$ cat src/rtl/reg_wb_sched.sv
// Write-back scheduler: arbitrates ALU and load-unit write-back requests
// onto a single register-file write port, and keeps a per-register
// scoreboard that stalls issue on pending writes.
module reg_wb_sched #(
  parameter int unsigned NREG = 16,
  parameter int unsigned DW   = 32
) (
  input  logic            clk,
  input  logic            rst,
  input  logic            iss_valid,
  input  logic [3:0]      iss_rn,
  input  logic [3:0]      iss_rm,
  input  logic [3:0]      iss_rs,
  input  logic [3:0]      iss_rd,
  input  logic            iss_wb,
  output logic            iss_stall,
  input  logic            alu_req,
  input  logic [3:0]      alu_rd,
  input  logic [DW-1:0]   alu_data,
  output logic            alu_ack,
  input  logic            mem_req,
  input  logic [3:0]      mem_rd,
  input  logic [DW-1:0]   mem_data,
  output logic            mem_ack,
  output logic            w_en,
  output logic [3:0]      reg_d,
  output logic [DW-1:0]   w_data,
  output logic [NREG-1:0] busy
);

  // Identity of the requester granted most recently.
  typedef enum logic {
    GNT_ALU = 1'b0,
    GNT_MEM = 1'b1
  } gnt_e;

  gnt_e            last_q, last_d;
  logic [NREG-1:0] busy_q, busy_d;
  logic            w_en_q, w_en_d;
  logic [3:0]      reg_d_q, reg_d_d;
  logic [DW-1:0]   w_data_q, w_data_d;
  logic            alu_win, mem_win;
  logic            iss_set;

  // Scoreboard lookup; indices beyond NREG read as not busy.
  function automatic logic busy_bit(input logic [NREG-1:0] vec, input logic [3:0] idx);
    logic r;
    r = 1'b0;
    for (int unsigned i = 0; i < NREG; i++) begin
      if (idx == 4'(i)) r = vec[i];
    end
    return r;
  endfunction

  // Round-robin arbitration; acks and stall are forced low during reset.
  always_comb begin
    alu_win   = alu_req & (~mem_req | (last_q == GNT_MEM));
    mem_win   = mem_req & ~alu_win;
    alu_ack   = ~rst & alu_win;
    mem_ack   = ~rst & mem_win;
    iss_stall = ~rst & iss_valid &
                (busy_bit(busy_q, iss_rn) | busy_bit(busy_q, iss_rm) |
                 busy_bit(busy_q, iss_rs) | (iss_wb & busy_bit(busy_q, iss_rd)));
    iss_set   = ~rst & iss_valid & iss_wb & ~iss_stall;
  end

  // Next state: grant pointer, write port and scoreboard.
  always_comb begin
    last_d   = last_q;
    w_en_d   = alu_ack | mem_ack;
    reg_d_d  = reg_d_q;
    w_data_d = w_data_q;
    if (alu_ack) begin
      last_d   = GNT_ALU;
      reg_d_d  = alu_rd;
      w_data_d = alu_data;
    end else if (mem_ack) begin
      last_d   = GNT_MEM;
      reg_d_d  = mem_rd;
      w_data_d = mem_data;
    end
    // Clear first, then set, so an issue to the same register wins.
    busy_d = busy_q;
    for (int unsigned i = 0; i < NREG; i++) begin
      if (alu_ack && alu_rd == 4'(i)) busy_d[i] = 1'b0;
      if (mem_ack && mem_rd == 4'(i)) busy_d[i] = 1'b0;
      if (iss_set && iss_rd == 4'(i)) busy_d[i] = 1'b1;
    end
  end

  // State registers with synchronous reset.
  always_ff @(posedge clk) begin
    if (rst) begin
      last_q   <= GNT_MEM;
      busy_q   <= '0;
      w_en_q   <= 1'b0;
      reg_d_q  <= '0;
      w_data_q <= '0;
    end else begin
      last_q   <= last_d;
      busy_q   <= busy_d;
      w_en_q   <= w_en_d;
      reg_d_q  <= reg_d_d;
      w_data_q <= w_data_d;
    end
  end

  assign w_en   = w_en_q;
  assign reg_d  = reg_d_q;
  assign w_data = w_data_q;
  assign busy   = busy_q;

endmodule

$ cat config.mk
export PLATFORM = sky130hd
export DESIGN_NAME = reg_wb_sched
export DESIGN_NICKNAME = d
export VERILOG_FILES = /design/src/rtl/reg_wb_sched.sv
export SDC_FILE = /design/constraint.sdc
export NUM_CORES = 1
export LEC_CHECK = 0
export CORE_MARGIN = 10
export CORE_UTILIZATION = 40
export CTS_CLUSTER_DIAMETER = 150
export CTS_CLUSTER_SIZE = 30
export DETAILED_ROUTE_END_ITERATION = 16
export PLACE_DENSITY = 0.78
export SKIP_CTS_REPAIR_TIMING = 1
export SLEW_MARGIN = 15
export SYNTH_ARGS = -nofsm -noshare
export SYNTH_HDL_FRONTEND = slang
export SYNTH_SLANG_ARGS = --single-unit
export TNS_END_PERCENT = 5
$ cat constraint.sdc
create_clock -name clk -period 7.8 [get_ports clk]
set_input_delay 1.56 -clock clk [delete_from_list [all_inputs] [get_ports clk]]
set_output_delay 1.56 -clock clk [all_outputs]
set_load 0.05 [all_outputs]
Word-level counts from Yosys, hierarchy flattened
Index checks and enable logic that the tools add are counted.
{ "word_totals": {"reg_bits": 54, "out_inout_bits": 56} }
{ "op_classes": {"reduce_logical": 71, "n_bitwise": 18, "n_eq_ne": 90, "n_mux": 118} }
{ "op_table": {"columns": ["cell", "n"], "rows": [
  ["$eq 4x4->1 const B", 48],
  ["$mux 1", 114],
  ["$eq 4x3->1 const B", 24],
  ["$mux 32", 2],
  ["$eq 4x2->1 const B", 12],
  ["$logic_and 1x1->1", 48],
  ["$reduce_bool 3->1", 16],
  ["$eq 4x1->1 const B", 6],
  ["$logic_not 4->1", 6],
  ["$and 1x1->1", 9],
  ["$mux 4", 2],
  ["$or 1x1->1", 5],
  ["$not 1->1", 4],
  ["$reduce_bool 2->1", 1]
]} }

Depth between registers and ports, before layout
{ "depth": {"depth_word": 25, "mapped_depth": 9, "mapped_depth_nobuf": 7} }

Least setup slack after synthesis
Ideal clock, no wire load.
{ "synth_timing": {"path_kind": "input -> output", "from": "input port iss_rs[0]", "to": "output port iss_stall", "required_time_ps": 6240, "cell_stages": 8, "path_buffers": 2, "t_arrival_ps": 3341, "path_slack_ps": 2899, "path_cell_list": "buf_2 mux4_2 a22oi_1 o311ai_1 a31oi_2 nand2_2 buf_4 o21a_1"} }
{ "synth_via": {"elab_chain_len": 20, "word_cells_on_any_way": 35, "classes_between": "15 x eq/ne; 16 x mux; 3 x bitwise; 1 x reduce/logical"} }
{ "synth_rtl": {"columns": ["element", "line", "text"], "rows": [
  ["start: declaration", "13", "input logic [3:0] iss_rs,"],
  ["$logic_not 4->1", "50", "if (idx == 4'(i)) r = vec[i];"],
  ["$mux 1 (15 in a row)", "50", null],
  ["$mux 1 (*)", "50", null],
  ["$or 1x1->1 (*)", "62", "(busy_bit(busy_q, iss_rn) | busy_bit(busy_q, iss_rm) |"],
  ["$or 1x1->1 (*)", "63", "busy_bit(busy_q, iss_rs) | (iss_wb & busy_bit(busy_q, iss_rd)));"],
  ["$and 1x1->1 (*)", "61", "iss_stall = ~rst & iss_valid &"],
  ["end: declaration", "16", "output logic iss_stall,"]
]} }
Mark *: on every way between the ends. The rest lies on a longest branch, timed or not.

Worst setup path in the final report
{ "layout_timing": {"from": "input port iss_rd[1]", "to": "output port iss_stall"} }
{ "layout_via": {"elab_chain_len": 20, "word_cells_on_any_way": 35, "classes_between": "15 x eq/ne; 16 x mux; 3 x bitwise; 1 x reduce/logical"} }
{ "layout_rtl": {"columns": ["element", "line", "text"], "rows": [
  ["start: declaration", "14", "input logic [3:0] iss_rd,"],
  ["$logic_not 4->1", "50", null],
  ["$mux 1 (15 in a row)", "50", null],
  ["$mux 1 (*)", "50", null],
  ["$and 1x1->1 (*)", "63", null],
  ["$or 1x1->1 (*)", "63", null],
  ["$and 1x1->1 (*)", "61", null]
]} }
Marks and branches as above.

==> qor.yml <==
synth:
  syn-mean-instance-area_um2: 7.919
  syn-num-nets: 495
  syn_area_um2: 3176
  synthDistinctLibCells: 50
  ys.flop_type: "dfxtp_1"
  synth-async-reset-ratio_pct: 0
  netlist_instances: 401
  synth-seq-cells: 54
  seq_area_frac_synth_pct: 34.04
  yosys_warnings: 0
  synth_edf_count: 0
sta:
  rsz0062_at_grt: "no"
  timing.final.crit_period_ns: 6.104
  drv_slew: 0
  fin_skew_ns: 0.003693
  post-route-period-util_pct: 78.26
  finalHoldViolCount: 0
  timing.fmax_ghz: 0.1638
  finalSetupTns_ns: 0
  worstMarginPinSlew_ns: 1.010
  finalSetupViolations: 0
  max-slew-margin-rel_pct: 32.44
clock_network:
  insertion_delay_ns: 0.30
  htree_levels: 2
  ctsRootBufferMaster: "clkbuf_8"
  cts_tree: "yes"
  clock-sinks: 54
  path_clk_slew_ns: 0.09
  cts_buffers: 5
  clock_path_buffers: 2
power_and_ir_drop:
  power_uw: 697.7
  p_leak_nw: 1.692
  power_frac_seq_pct: 43.5
  ir_drop_mv: 0.1240
  combinationalPowerShare_pct: 33.4
  swShare_pct: 33.89
  power.internal_uw: 461.2
  power.density_nw_per_um2: 146.5
  netSwitchingPower_uw: 236.4
  power_frac_clock_pct: 23.1
layout:
  final_nets: 623
  area_growth_pct: 50.00
  seqCellArea_um2: 1081
  drive_gt1_share_pct: 6.226
  fillCellCount: 655
  multi_input_area_um2: 1943
  mostFrequentLayoutCell: "clkdlybuf4s50_1"
  diodes: 0
  final_cell_mix: "148 x clkdlybuf4s50_1, 81 x nor2_1, 54 x dfxtp_1, 47 x nand2_1, 22 x nor2b_1"
critical_path:
  critical_path_class: "in -> out"
  cp-start-kind: "input port"
  arrival_ns: 4.54
  rrSetupSlack_ns: 5.30
  crit_path_cell_trace: "clkdlybuf4s50_1, nand2_1, o31ai_1, nor2_1, a31oi_2, nand2_2, o21a_1, clkdlybuf4s50_1"
  critPathMaxFanout: 16
  r2r-end: "w_data[16]$_SDFFE_PP0P_"
  cp_common_cell: "clkdlybuf4s50_1"
  r2r_start: "last_q$_SDFFE_PP1P_"
  cp-end-kind: "output port"
  cpPeakStageDelay_ns: 0.81
  crit_required_ns: 6.24
  slowest_stage: "clkdlybuf4s50_1"
  rr_worst_depth: 6
global_routing:
  grt_max_degree: 56
  grt_pass1_wl_um: 19310
  grt.overflow.total: 0
  antenna_found_initial: 0
  grt_usage_pct: 20.34
  grt_pass1_vias: 3648
die:
  die_x_um: 109.1
  core_um2: 7727
  ios: 150
  fp.dieH_um: 109.1
  die_area_um2: 11900
  start_util_pct: 41.09
  rows: 32
routing:
  num_vias: 3605
  dr.pass1.iters: 5
  wl_met3_um: 1868
  wl_per_cell_um: 19.68
  via_per_inst: 5.704
  routed.top_layer: "met4"
  finalWirelength_um: 12440
  final_antenna_net_count: 0
  drc: 0
  route.met2.wl_um: 5682
  wl_met1_um: 4689
  first_iter_violations: 260
placed_design:
  place_hpwl_um: 9496
  portBuffers: 149
  gp_congestion: 0.9914
min_path:
  worstHoldPathType: "reg -> reg"
  hold_path_depth: 2
  hold_end: "reg_d[0]$_SDFFE_PP0P_"
  min_from: "reg_d[0]$_SDFFE_PP0P_"
status:
  status: "finished clean"
run:
  maxCapViolCount: 0
power groups by stage:
stage | registers [mW] | logic, mW | clock network (mW)
final | 0.303 | 0.233 | 0.161
after global routing | 0.306 | 0.249 | 0.176
after CTS | 0.304 | 0.234 | 0.164
after detailed placement | 0.310 | 0.233 | 0
after global placement | 0.309 | 0.230 | 0
after floorplan | 0.368 | 0.0707 | 0
critical path, delay by kind of cell:
kind / cells / cell delay [ns]
AO/OA/AOI/OAI: 3 / 0.88
buffers and inverters: 2 / 1.52
AND/OR/NAND/NOR: 3 / 0.57
cell families (layout without fill, tap and decap cells):
logic type	after synthesis	count (layout)	synth area share [%]
compound gates	84	84	21.67
xor+xnor	1	1	0.2759
buf+inv	35	164	4.846
flops	54	54	34.04
mux	15	15	7.762
simple gates	212	212	31.40
cells in the mapped netlist, types with 3 or more instances:
library cell	instances	area (um^2)
nor2_1	81	304.0
dfxtp_1	54	1081
nand2_1	48	180.2
clkbuf_1	22	82.58
nor2b_1	22	137.6
nor4_1	19	118.9
o221ai_1	17	148.9
a311oi_1	16	140.1
nand2b_1	10	62.56
o41ai_1	10	87.58
o21ai_0	9	45.04
mux2i_1	7	70.07
nand3_1	7	35.03
nand3b_1	6	45.04
or2_2	6	37.54
a21oi_1	5	25.02
mux4_2	5	112.6
a22oi_1	4	30.03
inv_1	4	15.01
nor3_1	4	20.02
buf_2	3	15.01
nand4_1	3	18.77
o22ai_1	3	18.77
o41ai_2	3	48.80
worst max-delay path by stage:
| stage | endpoint | slack (ns) | startpoint |
|---|---|---|---|
| 2_1_floorplan | iss_stall | 2.90 | iss_rs[0] |
| 3_3_place_gp | iss_stall | 1.78 | iss_rm[0] |
| 3_5_place_dp | iss_stall | 1.75 | iss_rd[1] |
| 4_1_cts | iss_stall | 1.74 | iss_rd[1] |
| 5_1_grt | iss_stall | 1.52 | iss_rd[1] |
| 6_report | iss_stall | 1.70 | iss_rd[1] |
stage by stage:
stage | utilization, % | hold WS [ns] | worst slack [ns] | std cells | cell area, um^2
after floorplan | - | 0.4611 | 2.899 | 401 | 3176
after global placement | 60.46 | 0.4546 | 1.777 | 624 | 4672
after detailed placement | 60.46 | 0.4706 | 1.752 | 624 | 4672
after CTS | 61.64 | 0.4891 | 1.744 | 632 | 4763
after global routing | 61.64 | 0.5069 | 1.517 | 632 | 4763
final | 61.64 | 0.4813 | 1.696 | 632 | 4763
layer usage:
layer	global-route usage, %	vias to the layer above
met1	23.02	1651
met5	0	-
li1	-	1727
met3	10.62	19
met4	5.367	0
met2	32.99	208
registers in the layout, summed over array words and instances (netlist names):
name,count
reg_d,4
w_en,1
w_data,32
last_q,1
busy,16
final cells by class:
class,instances,share of cell area (%)
clock inverter,1,0.1051
sequential,54,22.70
multi-input combinational,312,40.79
tap,102,2.679
inverter,5,0.3940
clock buffer,7,1.812
timing repair buffer,151,31.52
Note: power is estimated with default switching activity, not from simulation.
